`src/rtl/mult_timing_leak_monitor_pkg.sv`:
```
// Shared definitions for the multiplier timing-leak monitor: FSM encoding and
// the default trial timeout derived from operand width.
package mult_timing_leak_monitor_pkg;

  typedef enum logic [1:0] {
    ST_IDLE    = 2'd0,
    ST_MEASURE = 2'd1,
    ST_REPORT  = 2'd2
  } state_e;

  localparam int DEF_WIDTH = 64;

  // A shift-add multiplier needs about 2*WIDTH cycles; the slack covers handshake overhead.
  function automatic int timeout_default(input int width);
    return 2 * width + 8;
  endfunction

endpackage

```
`src/rtl/mult_timing_leak_monitor_if.sv`:
```
// Bundle of trial-control inputs and result/statistics outputs for the leak monitor.
// Optional trace fields appear when LEAK_MONITOR_TRACE_EN is defined.
interface mult_timing_leak_monitor_if #(
  parameter int CNT_W   = 16,
  parameter int TRIAL_W = 32
);

  logic               start;
  logic               doneOne;
  logic               doneTwo;
  logic               clearStats;
  logic [CNT_W-1:0]   latencyOne;
  logic [CNT_W-1:0]   latencyTwo;
  logic [CNT_W-1:0]   skew;
  logic               trialValid;
  logic               timeout;
  logic               leakSeen;
  logic [TRIAL_W-1:0] trialCount;
  logic [TRIAL_W-1:0] leakCount;
  logic [CNT_W-1:0]   maxSkew;
`ifdef LEAK_MONITOR_TRACE_EN
  logic [TRIAL_W-1:0] firstLeakTrial;
  logic [CNT_W-1:0]   firstLeakSkew;

  modport master (
    output start, doneOne, doneTwo, clearStats,
    input  latencyOne, latencyTwo, skew, trialValid, timeout, leakSeen,
           trialCount, leakCount, maxSkew, firstLeakTrial, firstLeakSkew
  );
  modport slave (
    input  start, doneOne, doneTwo, clearStats,
    output latencyOne, latencyTwo, skew, trialValid, timeout, leakSeen,
           trialCount, leakCount, maxSkew, firstLeakTrial, firstLeakSkew
  );
`else
  modport master (
    output start, doneOne, doneTwo, clearStats,
    input  latencyOne, latencyTwo, skew, trialValid, timeout, leakSeen,
           trialCount, leakCount, maxSkew
  );
  modport slave (
    input  start, doneOne, doneTwo, clearStats,
    output latencyOne, latencyTwo, skew, trialValid, timeout, leakSeen,
           trialCount, leakCount, maxSkew
  );
`endif

endinterface

```
`src/rtl/mult_timing_leak_monitor_leak_latency_capture.sv`:
```
// Latches the latency of the first done pulse seen while armed; later pulses in
// the same trial are ignored until the next clear.
module leak_latency_capture #(
  parameter int CNT_W = 16
) (
  input  logic             clk,
  input  logic             rst,
  input  logic             done_i,
  input  logic [CNT_W-1:0] cnt_i,
  input  logic             arm_i,
  input  logic             clear_i,
  output logic             hit_o,
  output logic             captured_o,
  output logic [CNT_W-1:0] latency_o
);

  logic             captured_q;
  logic [CNT_W-1:0] latency_q;

  function automatic logic [CNT_W-1:0] sat_inc(input logic [CNT_W-1:0] v);
    return (&v) ? v : v + 1'b1;
  endfunction

  assign hit_o      = arm_i && done_i && !captured_q;
  assign captured_o = captured_q;
  assign latency_o  = latency_q;

  // The counter lags the done edge by one, so the captured latency is cnt+1.
  always_ff @(posedge clk or posedge rst) begin
    if (rst) begin
      captured_q <= 1'b0;
      latency_q  <= '0;
    end else if (clear_i) begin
      captured_q <= 1'b0;
    end else if (hit_o) begin
      captured_q <= 1'b1;
      latency_q  <= sat_inc(cnt_i);
    end
  end

endmodule

```
`src/rtl/mult_timing_leak_monitor.sv`:
```
// Times start->done for two multiplier copies, reports latency skew per trial and
// keeps leak statistics. Define LEAK_MONITOR_TRACE_EN to record the first leaky trial.
module mult_timing_leak_monitor
  import mult_timing_leak_monitor_pkg::*;
#(
  parameter int WIDTH   = DEF_WIDTH,
  parameter int CNT_W   = 16,
  parameter int TRIAL_W = 32,
  parameter int TIMEOUT = timeout_default(WIDTH)
) (
  input  logic                         clk,
  input  logic                         rst,
  mult_timing_leak_monitor_if.slave    mon
);

  localparam logic [CNT_W-1:0] TIMEOUT_CNT = CNT_W'(TIMEOUT);

  state_e state_q, state_d;
  logic [CNT_W-1:0] cnt_q;
  logic start_acc, arm;
  logic hitOne, hitTwo, capOne, capTwo;
  logic [CNT_W-1:0] latOne, latTwo;
  logic [CNT_W-1:0] rptLatOne, rptLatTwo, rptSkew;
  logic rptTimeout, rptLeak;
  logic [CNT_W-1:0] holdLatOne_q, holdLatTwo_q, holdSkew_q;
  logic [TRIAL_W-1:0] trialCount_q, trialCount_d, leakCount_q, leakCount_d;
  logic leakSeen_q, leakSeen_d;
  logic [CNT_W-1:0] maxSkew_q, maxSkew_d;
`ifdef LEAK_MONITOR_TRACE_EN
  logic [TRIAL_W-1:0] firstLeakTrial_q, firstLeakTrial_d;
  logic [CNT_W-1:0]   firstLeakSkew_q, firstLeakSkew_d;
`endif

  function automatic logic [CNT_W-1:0] sat_inc_cnt(input logic [CNT_W-1:0] v);
    return (&v) ? v : v + 1'b1;
  endfunction

  function automatic logic [TRIAL_W-1:0] sat_inc_trial(input logic [TRIAL_W-1:0] v);
    return (&v) ? v : v + 1'b1;
  endfunction

  function automatic logic [CNT_W-1:0] abs_diff(input logic [CNT_W-1:0] a,
                                                input logic [CNT_W-1:0] b);
    return (a >= b) ? a - b : b - a;
  endfunction

  assign start_acc = (state_q == ST_IDLE) && mon.start;
  assign arm       = (state_q == ST_MEASURE);

  leak_latency_capture #(.CNT_W(CNT_W)) u_cap_one (
    .clk(clk), .rst(rst), .done_i(mon.doneOne), .cnt_i(cnt_q), .arm_i(arm),
    .clear_i(start_acc), .hit_o(hitOne), .captured_o(capOne), .latency_o(latOne)
  );

  leak_latency_capture #(.CNT_W(CNT_W)) u_cap_two (
    .clk(clk), .rst(rst), .done_i(mon.doneTwo), .cnt_i(cnt_q), .arm_i(arm),
    .clear_i(start_acc), .hit_o(hitTwo), .captured_o(capTwo), .latency_o(latTwo)
  );

  always_ff @(posedge clk or posedge rst) begin
    if (rst) begin
      state_q <= ST_IDLE;
      cnt_q   <= '0;
    end else begin
      state_q <= state_d;
      if (start_acc)  cnt_q <= '0;
      else if (arm)   cnt_q <= sat_inc_cnt(cnt_q);
    end
  end

  // Leave MEASURE on the same edge the second done is captured.
  always_comb begin
    state_d = state_q;
    case (state_q)
      ST_IDLE:    if (mon.start) state_d = ST_MEASURE;
      ST_MEASURE: if (((capOne || hitOne) && (capTwo || hitTwo)) || (cnt_q == TIMEOUT_CNT))
                    state_d = ST_REPORT;
      ST_REPORT:  state_d = ST_IDLE;
      default:    state_d = ST_IDLE;
    endcase
  end

  assign rptLatOne  = capOne ? latOne : '1;
  assign rptLatTwo  = capTwo ? latTwo : '1;
  assign rptSkew    = abs_diff(rptLatOne, rptLatTwo);
  assign rptTimeout = !(capOne && capTwo);
  assign rptLeak    = (capOne && capTwo && (rptSkew != '0)) || (capOne ^ capTwo);

  // Results are live during REPORT and frozen in the hold registers afterwards.
  always_comb begin
    mon.trialValid = 1'b0;
    mon.timeout    = 1'b0;
    mon.latencyOne = holdLatOne_q;
    mon.latencyTwo = holdLatTwo_q;
    mon.skew       = holdSkew_q;
    if (state_q == ST_REPORT) begin
      mon.trialValid = 1'b1;
      mon.timeout    = rptTimeout;
      mon.latencyOne = rptLatOne;
      mon.latencyTwo = rptLatTwo;
      mon.skew       = rptSkew;
    end
    mon.trialCount = trialCount_q;
    mon.leakCount  = leakCount_q;
    mon.leakSeen   = leakSeen_q;
    mon.maxSkew    = maxSkew_q;
`ifdef LEAK_MONITOR_TRACE_EN
    mon.firstLeakTrial = firstLeakTrial_q;
    mon.firstLeakSkew  = firstLeakSkew_q;
`endif
  end

  always_comb begin
    trialCount_d = trialCount_q;
    leakCount_d  = leakCount_q;
    leakSeen_d   = leakSeen_q;
    maxSkew_d    = maxSkew_q;
`ifdef LEAK_MONITOR_TRACE_EN
    firstLeakTrial_d = firstLeakTrial_q;
    firstLeakSkew_d  = firstLeakSkew_q;
`endif
    if (mon.clearStats) begin
      trialCount_d = '0;
      leakCount_d  = '0;
      leakSeen_d   = 1'b0;
      maxSkew_d    = '0;
`ifdef LEAK_MONITOR_TRACE_EN
      firstLeakTrial_d = '0;
      firstLeakSkew_d  = '0;
`endif
    end else if (state_q == ST_REPORT) begin
      trialCount_d = sat_inc_trial(trialCount_q);
      if (rptLeak) begin
        leakCount_d = sat_inc_trial(leakCount_q);
        leakSeen_d  = 1'b1;
`ifdef LEAK_MONITOR_TRACE_EN
        if (!leakSeen_q) begin
          firstLeakTrial_d = sat_inc_trial(trialCount_q);
          firstLeakSkew_d  = rptTimeout ? '1 : rptSkew;
        end
`endif
      end
      if (!rptTimeout && (rptSkew > maxSkew_q)) maxSkew_d = rptSkew;
    end
  end

  always_ff @(posedge clk or posedge rst) begin
    if (rst) begin
      holdLatOne_q <= '0;
      holdLatTwo_q <= '0;
      holdSkew_q   <= '0;
      trialCount_q <= '0;
      leakCount_q  <= '0;
      leakSeen_q   <= 1'b0;
      maxSkew_q    <= '0;
`ifdef LEAK_MONITOR_TRACE_EN
      firstLeakTrial_q <= '0;
      firstLeakSkew_q  <= '0;
`endif
    end else begin
      if (state_q == ST_REPORT) begin
        holdLatOne_q <= rptLatOne;
        holdLatTwo_q <= rptLatTwo;
        holdSkew_q   <= rptSkew;
      end
      trialCount_q <= trialCount_d;
      leakCount_q  <= leakCount_d;
      leakSeen_q   <= leakSeen_d;
      maxSkew_q    <= maxSkew_d;
`ifdef LEAK_MONITOR_TRACE_EN
      firstLeakTrial_q <= firstLeakTrial_d;
      firstLeakSkew_q  <= firstLeakSkew_d;
`endif
    end
  end

endmodule

```
`src/flat_wrapper.sv`:
```
// flat-port wrapper written by rule: the top's interface ports become plain ports
module mult_timing_leak_monitor_flat import mult_timing_leak_monitor_pkg::*;
#(
  parameter int WIDTH   = DEF_WIDTH,
  parameter int CNT_W   = 16,
  parameter int TRIAL_W = 32,
  parameter int TIMEOUT = timeout_default(WIDTH)
)
  (clk, rst, mon_start, mon_doneOne, mon_doneTwo, mon_clearStats, mon_latencyOne, mon_latencyTwo, mon_skew, mon_trialValid, mon_timeout, mon_leakSeen, mon_trialCount, mon_leakCount, mon_maxSkew);
  mult_timing_leak_monitor_if #(.CNT_W(CNT_W), .TRIAL_W(TRIAL_W)) mon_i ();
  input  logic clk;
  input  logic rst;
  input wire logic [$bits(mon_i.start)-1:0] mon_start;
  input wire logic [$bits(mon_i.doneOne)-1:0] mon_doneOne;
  input wire logic [$bits(mon_i.doneTwo)-1:0] mon_doneTwo;
  input wire logic [$bits(mon_i.clearStats)-1:0] mon_clearStats;
  output wire logic [$bits(mon_i.latencyOne)-1:0] mon_latencyOne;
  output wire logic [$bits(mon_i.latencyTwo)-1:0] mon_latencyTwo;
  output wire logic [$bits(mon_i.skew)-1:0] mon_skew;
  output wire logic [$bits(mon_i.trialValid)-1:0] mon_trialValid;
  output wire logic [$bits(mon_i.timeout)-1:0] mon_timeout;
  output wire logic [$bits(mon_i.leakSeen)-1:0] mon_leakSeen;
  output wire logic [$bits(mon_i.trialCount)-1:0] mon_trialCount;
  output wire logic [$bits(mon_i.leakCount)-1:0] mon_leakCount;
  output wire logic [$bits(mon_i.maxSkew)-1:0] mon_maxSkew;
  assign mon_i.start = mon_start;
  assign mon_i.doneOne = mon_doneOne;
  assign mon_i.doneTwo = mon_doneTwo;
  assign mon_i.clearStats = mon_clearStats;
  assign mon_latencyOne = mon_i.latencyOne;
  assign mon_latencyTwo = mon_i.latencyTwo;
  assign mon_skew = mon_i.skew;
  assign mon_trialValid = mon_i.trialValid;
  assign mon_timeout = mon_i.timeout;
  assign mon_leakSeen = mon_i.leakSeen;
  assign mon_trialCount = mon_i.trialCount;
  assign mon_leakCount = mon_i.leakCount;
  assign mon_maxSkew = mon_i.maxSkew;
  mult_timing_leak_monitor #(.WIDTH(WIDTH), .CNT_W(CNT_W), .TRIAL_W(TRIAL_W), .TIMEOUT(TIMEOUT)) u_core (.clk(clk), .rst(rst), .mon(mon_i));
endmodule
```
`config.mk`:
```
export PLATFORM = sky130hd
export DESIGN_NAME = mult_timing_leak_monitor_flat
export DESIGN_NICKNAME = d
export VERILOG_FILES = /design/src/rtl/mult_timing_leak_monitor_pkg.sv /design/src/rtl/mult_timing_leak_monitor_if.sv /design/src/rtl/mult_timing_leak_monitor_leak_latency_capture.sv /design/src/rtl/mult_timing_leak_monitor.sv /design/src/flat_wrapper.sv
export SDC_FILE = /design/constraint.sdc
export NUM_CORES = 1
export LEC_CHECK = 0
export ABC_CLOCK_PERIOD_IN_PS = 8500
export CELL_PAD_IN_SITES_DETAIL_PLACEMENT = 1
export CELL_PAD_IN_SITES_GLOBAL_PLACEMENT = 1
export CORE_MARGIN = 3
export CORE_UTILIZATION = 40
export DETAILED_ROUTE_END_ITERATION = 7
export GPL_TIMING_DRIVEN = 0
export PLACE_DENSITY_LB_ADDON = 0.2
export SETUP_SLACK_MARGIN = 0.3
export SLEW_MARGIN = 20
export SYNTH_ARGS = -nofsm -noshare
export SYNTH_HDL_FRONTEND = slang
export SYNTH_SLANG_ARGS = --single-unit
```
`constraint.sdc`:
```
create_clock -name clk -period 8.5 [get_ports clk]
set_input_delay 2.55 -clock clk [delete_from_list [all_inputs] [get_ports clk]]
set_output_delay 2.55 -clock clk [all_outputs]
set_load 0.05 [all_outputs]
```
# Word level (Yosys, flattened, before mapping)
# Cells that the tools add are included.
dict set report classes {
  magnitude_cmp 2
  eq_ne 7
  n_mux 31
  bitwise_logic 2
  reduce_logical 34
  n_addsub 5
}
# operator count
set ops {}
lappend ops {{2-to-1 mux 32 bit} 7}
lappend ops {{2-to-1 mux 16 bit} 12}
lappend ops {{adder 32 x 1 -> 32 bit, second input constant} 2}
lappend ops {{AND reduction 32 bit} 2}
lappend ops {{subtractor 16 bit} 2}
lappend ops {{adder 16 x 1 -> 16 bit, second input constant} 1}
lappend ops {{== test 16 x 8 -> 1 bit, second input constant} 1}
lappend ops {{>= comparator 16 bit} 1}
lappend ops {{> comparator 16 bit} 1}
lappend ops {{AND reduction 16 bit} 1}
lappend ops {{nonzero test 16 bit} 1}
lappend ops {{AND reduction 2 bit} 6}
lappend ops {{nonzero test 2 bit} 6}
lappend ops {{logical AND 1 bit} 9}
lappend ops {{2-to-1 mux 1 bit} 9}
lappend ops {{!= test 2 bit, second input constant} 3}
lappend ops {{logical OR 1 bit} 4}
lappend ops {{2-to-1 mux 2 bit} 2}
lappend ops {{case mux 2 bit (2 select lines)} 1}
lappend ops {{logical NOT 1 bit} 3}
lappend ops {{AND reduction 3 bit} 1}
lappend ops {{== test 2 x 1 -> 1 bit, second input constant} 1}
lappend ops {{== test 2 bit, second input constant} 1}
lappend ops {{logical NOT 2 bit} 1}
lappend ops {{3 further kinds} 3}
dict set report totals {
  in_bits 6
  register_bits 181
}

# Logic depth before layout (Yosys ltp)
dict set report logic_depth {
  depth_word 9
  depth_mapped 26
  ltp_nobuf 22
}

# By module
# Synthesis repeated with hierarchy kept, for this count alone.
dict set report hier_totals {
  cells_unflattened 1314
  area_unflattened_um2 11464.7
}
# module instances cells_each area_per_inst_um2
set modules_own_cells {}
lappend modules_own_cells {mult_timing_leak_monitor 1 1084 9410.3}
lappend modules_own_cells {leak_latency_capture 2 115 1027.2}

# Least setup slack after synthesis
# Ideal clock, no wire load.
dict set report synth_path {
  path_kind {register -> output}
  startpoint {reg u_core.u_cap_one.captured_q (netlist: u_core.u_cap_one.captured_o)}
  endpoint {out mon_skew[2]}
  path_stages_with_launch 14
  t_arrival_ns 3.768
  setup_slack_ns 2.182
  path_cell_list {dfrtp_1 clkbuf_1 clkbuf_1 nor2b_1 ha_1 fa_1 o21ai_2 o211ai_2 nand3_1 buf_6 buf_8 mux2i_4 xnor2_1 o21ai_0}
}
dict set report synth_between {
  elab_chain_len 4
}
# item line_no
set synth_lines {}
lappend synth_lines {{start: declaration} mult_timing_leak_monitor_leak_latency_capture.sv:17} ;# logic captured_q;
lappend synth_lines {{start signal: assignment} mult_timing_leak_monitor_leak_latency_capture.sv:31} ;# captured_q <= 1'b0;
lappend synth_lines {{start signal: assignment} mult_timing_leak_monitor_leak_latency_capture.sv:34} ;# captured_q <= 1'b0;
lappend synth_lines {{start signal: assignment} mult_timing_leak_monitor_leak_latency_capture.sv:36} ;# captured_q <= 1'b1;
lappend synth_lines {{2-to-1 mux 16 bit (*)} mult_timing_leak_monitor.sv:83} ;# assign rptLatOne = capOne ? latOne : '1;
lappend synth_lines {{subtractor 16 bit or >= comparator 16 bit (tied branches)} mult_timing_leak_monitor.sv:44} ;# return (a >= b) ? a - b : b - a;
lappend synth_lines {{2-to-1 mux 16 bit (*)} mult_timing_leak_monitor.sv:44}
lappend synth_lines {{2-to-1 mux 16 bit (*)} mult_timing_leak_monitor.sv:96} ;# if (state_q == ST_REPORT) begin
lappend synth_lines {{end: declaration} flat_wrapper.sv:19} ;# output wire logic [$bits(mon_i.skew)-1:0] mon_skew;
# Mark *: on every way between the ends. The rest lies on a longest branch, timed or not.

# Worst setup path in the final report
dict set report layout_path {
  startpoint {reg u_core.u_cap_two.captured_q (netlist: u_core.u_cap_two.captured_o)}
  endpoint {out mon_skew[2]}
}
dict set report layout_between {
  elab_chain_len 4
}
# item line_no
set layout_lines {}
lappend layout_lines {{start: declaration} mult_timing_leak_monitor_leak_latency_capture.sv:17}
lappend layout_lines {{start signal: assignment} mult_timing_leak_monitor_leak_latency_capture.sv:31}
lappend layout_lines {{start signal: assignment} mult_timing_leak_monitor_leak_latency_capture.sv:34}
lappend layout_lines {{start signal: assignment} mult_timing_leak_monitor_leak_latency_capture.sv:36}
lappend layout_lines {{2-to-1 mux 16 bit (*)} mult_timing_leak_monitor.sv:84} ;# assign rptLatTwo = capTwo ? latTwo : '1;
lappend layout_lines {{subtractor 16 bit or >= comparator 16 bit (tied branches)} mult_timing_leak_monitor.sv:44}
lappend layout_lines {{2-to-1 mux 16 bit (*)} mult_timing_leak_monitor.sv:44}
lappend layout_lines {{2-to-1 mux 16 bit (*)} mult_timing_leak_monitor.sv:96}
# Marks and branches as above.

==> summary.txt <==
Status: complete, no violations
Final hold violation count: 0
Num CTS Buffers: 17
Diode count: 0
R2r setup slk: 2510 ps
Fmax: 130 MHz
Routed WL: 31800 µm
CP Capture Type: output port
Skew-Pair Late Insertion Delay: 450 ps
Compound-Gate Fraction of Synth Area: 15.7%
Initial Util: 41.2%
Largest cells by area after synthesis: dfrtp_1 (43%), nand2_1 (6.4%), ha_1 (6.1%)
Clock Sinks: 181
Post-Synth Adder-Cell Area: 6.35%
DRT iter0 DRCs: 492
Boundary pin count: 137
CP max FO: 10
Total negative slack: 0 ps
Hold-fix buffers, CTS: 0
GP Congestion: 0.867
Clk buf depth: 2
Setup crit start kind: register
Largest family of logic cells by synthesized area: simple AND/OR/NAND/NOR gates
Clock root buffer: clkbuf_16
Ys flop type: dfrtp_1
Largest area contributor in the netlist: dfrtp_1
# port buffers: 136
Worst path bufs/invs: 6
Top cells by count, synth: dfrtp_1 (181), nand2_1 (178), o21ai_0 (111)
Avg WL per Cell: 19.0 µm
Synth Warn #: 0
DRT Pass-1 Iters: 5
Syn_nets: 1235
R2R depth: 26
Simple-Gate Fraction of Synth Area: 21.5%
Register area share after synthesis: 43.1%
Gr ovfl total: 0
Row Count: 58
Via count: 9180
Cts repair resizes: 0
Vias per cell: 5.47
Slew HR: 34.9%
DP Wirelength: 24300 µm
Die area: 0.0283 mm²
Max cap viols: 0
Share of cells above drive strength 1: 6.24%
Number of synthesized flops with an enable pin: 0
CP Class: reg2out
Final min period: 7690 ps
Hold Crit Class: reg2reg
Largest delay share family, worst path: buffers and inverters
Mean Syn Cell Area: 8.93 µm²
CP arrival: 5140 ps
Slowest Stage Delay on Critical Path: 880 ps
Period utilisation layout: 90.5%
Core Region: 0.0255 mm²
CTS tree: done
Instance count on the critical path: 15
Worst-path clk slew: 70 ps
Htree depth: 4
Largest net degree at the start of global routing: 79
Yosys cell types: 70
Post-Syn Area: 0.0105 mm²
# fillers: 2961
Area delta synth->final: 23.1%
Crit-path cells: clkbuf_1, clkbuf_1, nor2b_1, ha_1, buf_6, a21oi_1, nand2_1, a22oi_2, nand3_1, buf_6, buf_8, mux2i_4, xnor2_1, o21ai_0, clkdlybuf4s50_1
Worst-margin pin slew: 969 ps
Nets: 1392
Vias in the first global route: 9806
Routed Antenna Nets: 0
Asr flop ratio synth: 100%
RSZ-0062 raised after global routing: no
# setup viols final: 0
CP required: 5950 ps
Clk_skew: 18.7 ps
Synth Area in XOR/XNOR: 5.03%
Global-route wire length before repair: 52500 µm
WHS Path Cells: 2
Proportion of synthesized area in mux cells: 3.30%
Most common cell in the netlist: dfrtp_1
Total GRT Usage: 22.9%
# DRC: 0
FF+latch count, synth: 181
Die Y: 168 µm
Initial antenna violation count: 0
Crit-path slowest cell: clkdlybuf4s50_1
Die width: 168 µm
Gate Count Post-Synth: 1177
Setup Buffers After CTS: 0
Pins Over Slew Limit: 0
Yosys top cell area share: 43.1%
-- layout make-up --
type,instances,area (µm²),share of cell area [%]
multi-input combinational,873,5450,42.1
tap,330,413,3.19
buffer,59,298,2.30
sequential,181,4530,35.0
inverter,64,248,1.91
clock inverter,13,154,1.19
timing repair buffer,138,1420,10.9
clock buffer,19,443,3.42
-- path summary, 6_finish.rpt --
| path | start | endpoint |
|---|---|---|
| min in group asynchronous | rst | u_core.mon.leakCount[29] |
| setup / recovery | u_core.u_cap_two.captured_o | mon_skew[2] |
| setup reg to reg | u_core.u_cap_two.captured_o | u_core.mon.maxSkew[7] |
| hold / removal | u_core.u_cap_one.latency_o[2] | u_core.u_cap_one.latency_o[2] |
| hold reg to reg | u_core.u_cap_one.latency_o[2] | u_core.u_cap_one.latency_o[2] |
| max in group asynchronous | rst | u_core.u_cap_one.latency_o[10] |
-- worst reg2reg max path, cell delays in order, from the launching register on --
cell and delay [ps]:
dfrtp_1 380, clkbuf_1 340, clkbuf_1 390, nor2b_1 490, ha_1 330, buf_6 140, a21oi_1 150, nand2_1 80
a22oi_2 290, nand3_1 150, buf_6 190, mux2i_1 190, xor2_1 440, ha_1 350, a21o_1 190, a21o_1 180
a21oi_1 150, nor2b_1 60, o21ai_0 140, nand2b_1 70, a21oi_1 170, nor2b_1 70, o31a_1 280, buf_4 190
buf_4 200, mux2i_1 170, nor2_1 60
-- stage by stage --
step	hold slack [ps]	util, %	instance area [µm²]	std cells	setup slack (ps)
after floorplan	441	-	10500	1177	1030
after global placement	453	48.1	12300	1643	-1760
after detailed placement	462	48.4	12400	1645	1220
after CTS	477	50.7	12900	1677	731
after global routing	498	50.7	12900	1677	439
final	470	50.7	12900	1677	807
-- metal layers --
metal  wire [µm]  share of wire, %  global-route usage (%)  vias to the layer above
li1            -                 -                       -                     4397
met1       14900                47                    31.0                     4597
met2       15500                49                    38.8                      154
met3         876               2.8                    3.19                       32
met4         580               1.8                    6.23                        0
met5           0                 0                       0                        -
-- placed cells by master, fill, tap and decap left out, types with 6 or more instances in the layout --
cell,n
nor3_1,10
a21oi_1,62
o31ai_1,14
mux2i_1,29
nand4_1,22
o21ai_1,12
clkbuf_1,41
inv_1,62
dfrtp_1,181
xnor2_1,20
o2111ai_1,6
and4_1,11
xor2_1,33
clkbuf_16,17
or4_1,14
buf_2,7
ha_1,51
nor2b_1,25
nor2_1,81
a21oi_2,7
or3_1,17
clkdlybuf4s50_1,136
o21ai_0,111
nand3_1,35
nand2b_1,23
a31oi_1,7
a21o_1,12
o21bai_1,8
and3_1,17
nand2_1,178
-- state kept, by name (all words and copies together), names as in the netlist, 2 cells and up --
signal and flops:
u_core.state_q 2, u_core.cnt_q 16, u_core.mon.trialCount 32, u_core.mon.leakCount 32
u_core.holdLatTwo_q 16, u_core.u_cap_two.latency_o 16, u_core.holdLatOne_q 16, u_core.mon.maxSkew 16
u_core.u_cap_one.latency_o 16, u_core.holdSkew_q 16
-- cell families (layout without fill, tap and decap cells) --
kind of cell | count (synthesis) | after routing
xor gates and xnor gates | 57 | 57
buffers and inverters | 123 | 293
and+or+nand+nor | 459 | 459
AOI/OAI and AO/OA | 272 | 272
adders and majority gates | 53 | 53
DFF | 181 | 181
muxes | 32 | 32
Power is left out: the tool's default activity adds up to more than one toggle a clock period on the data nets, which glitch-free logic cannot reach.
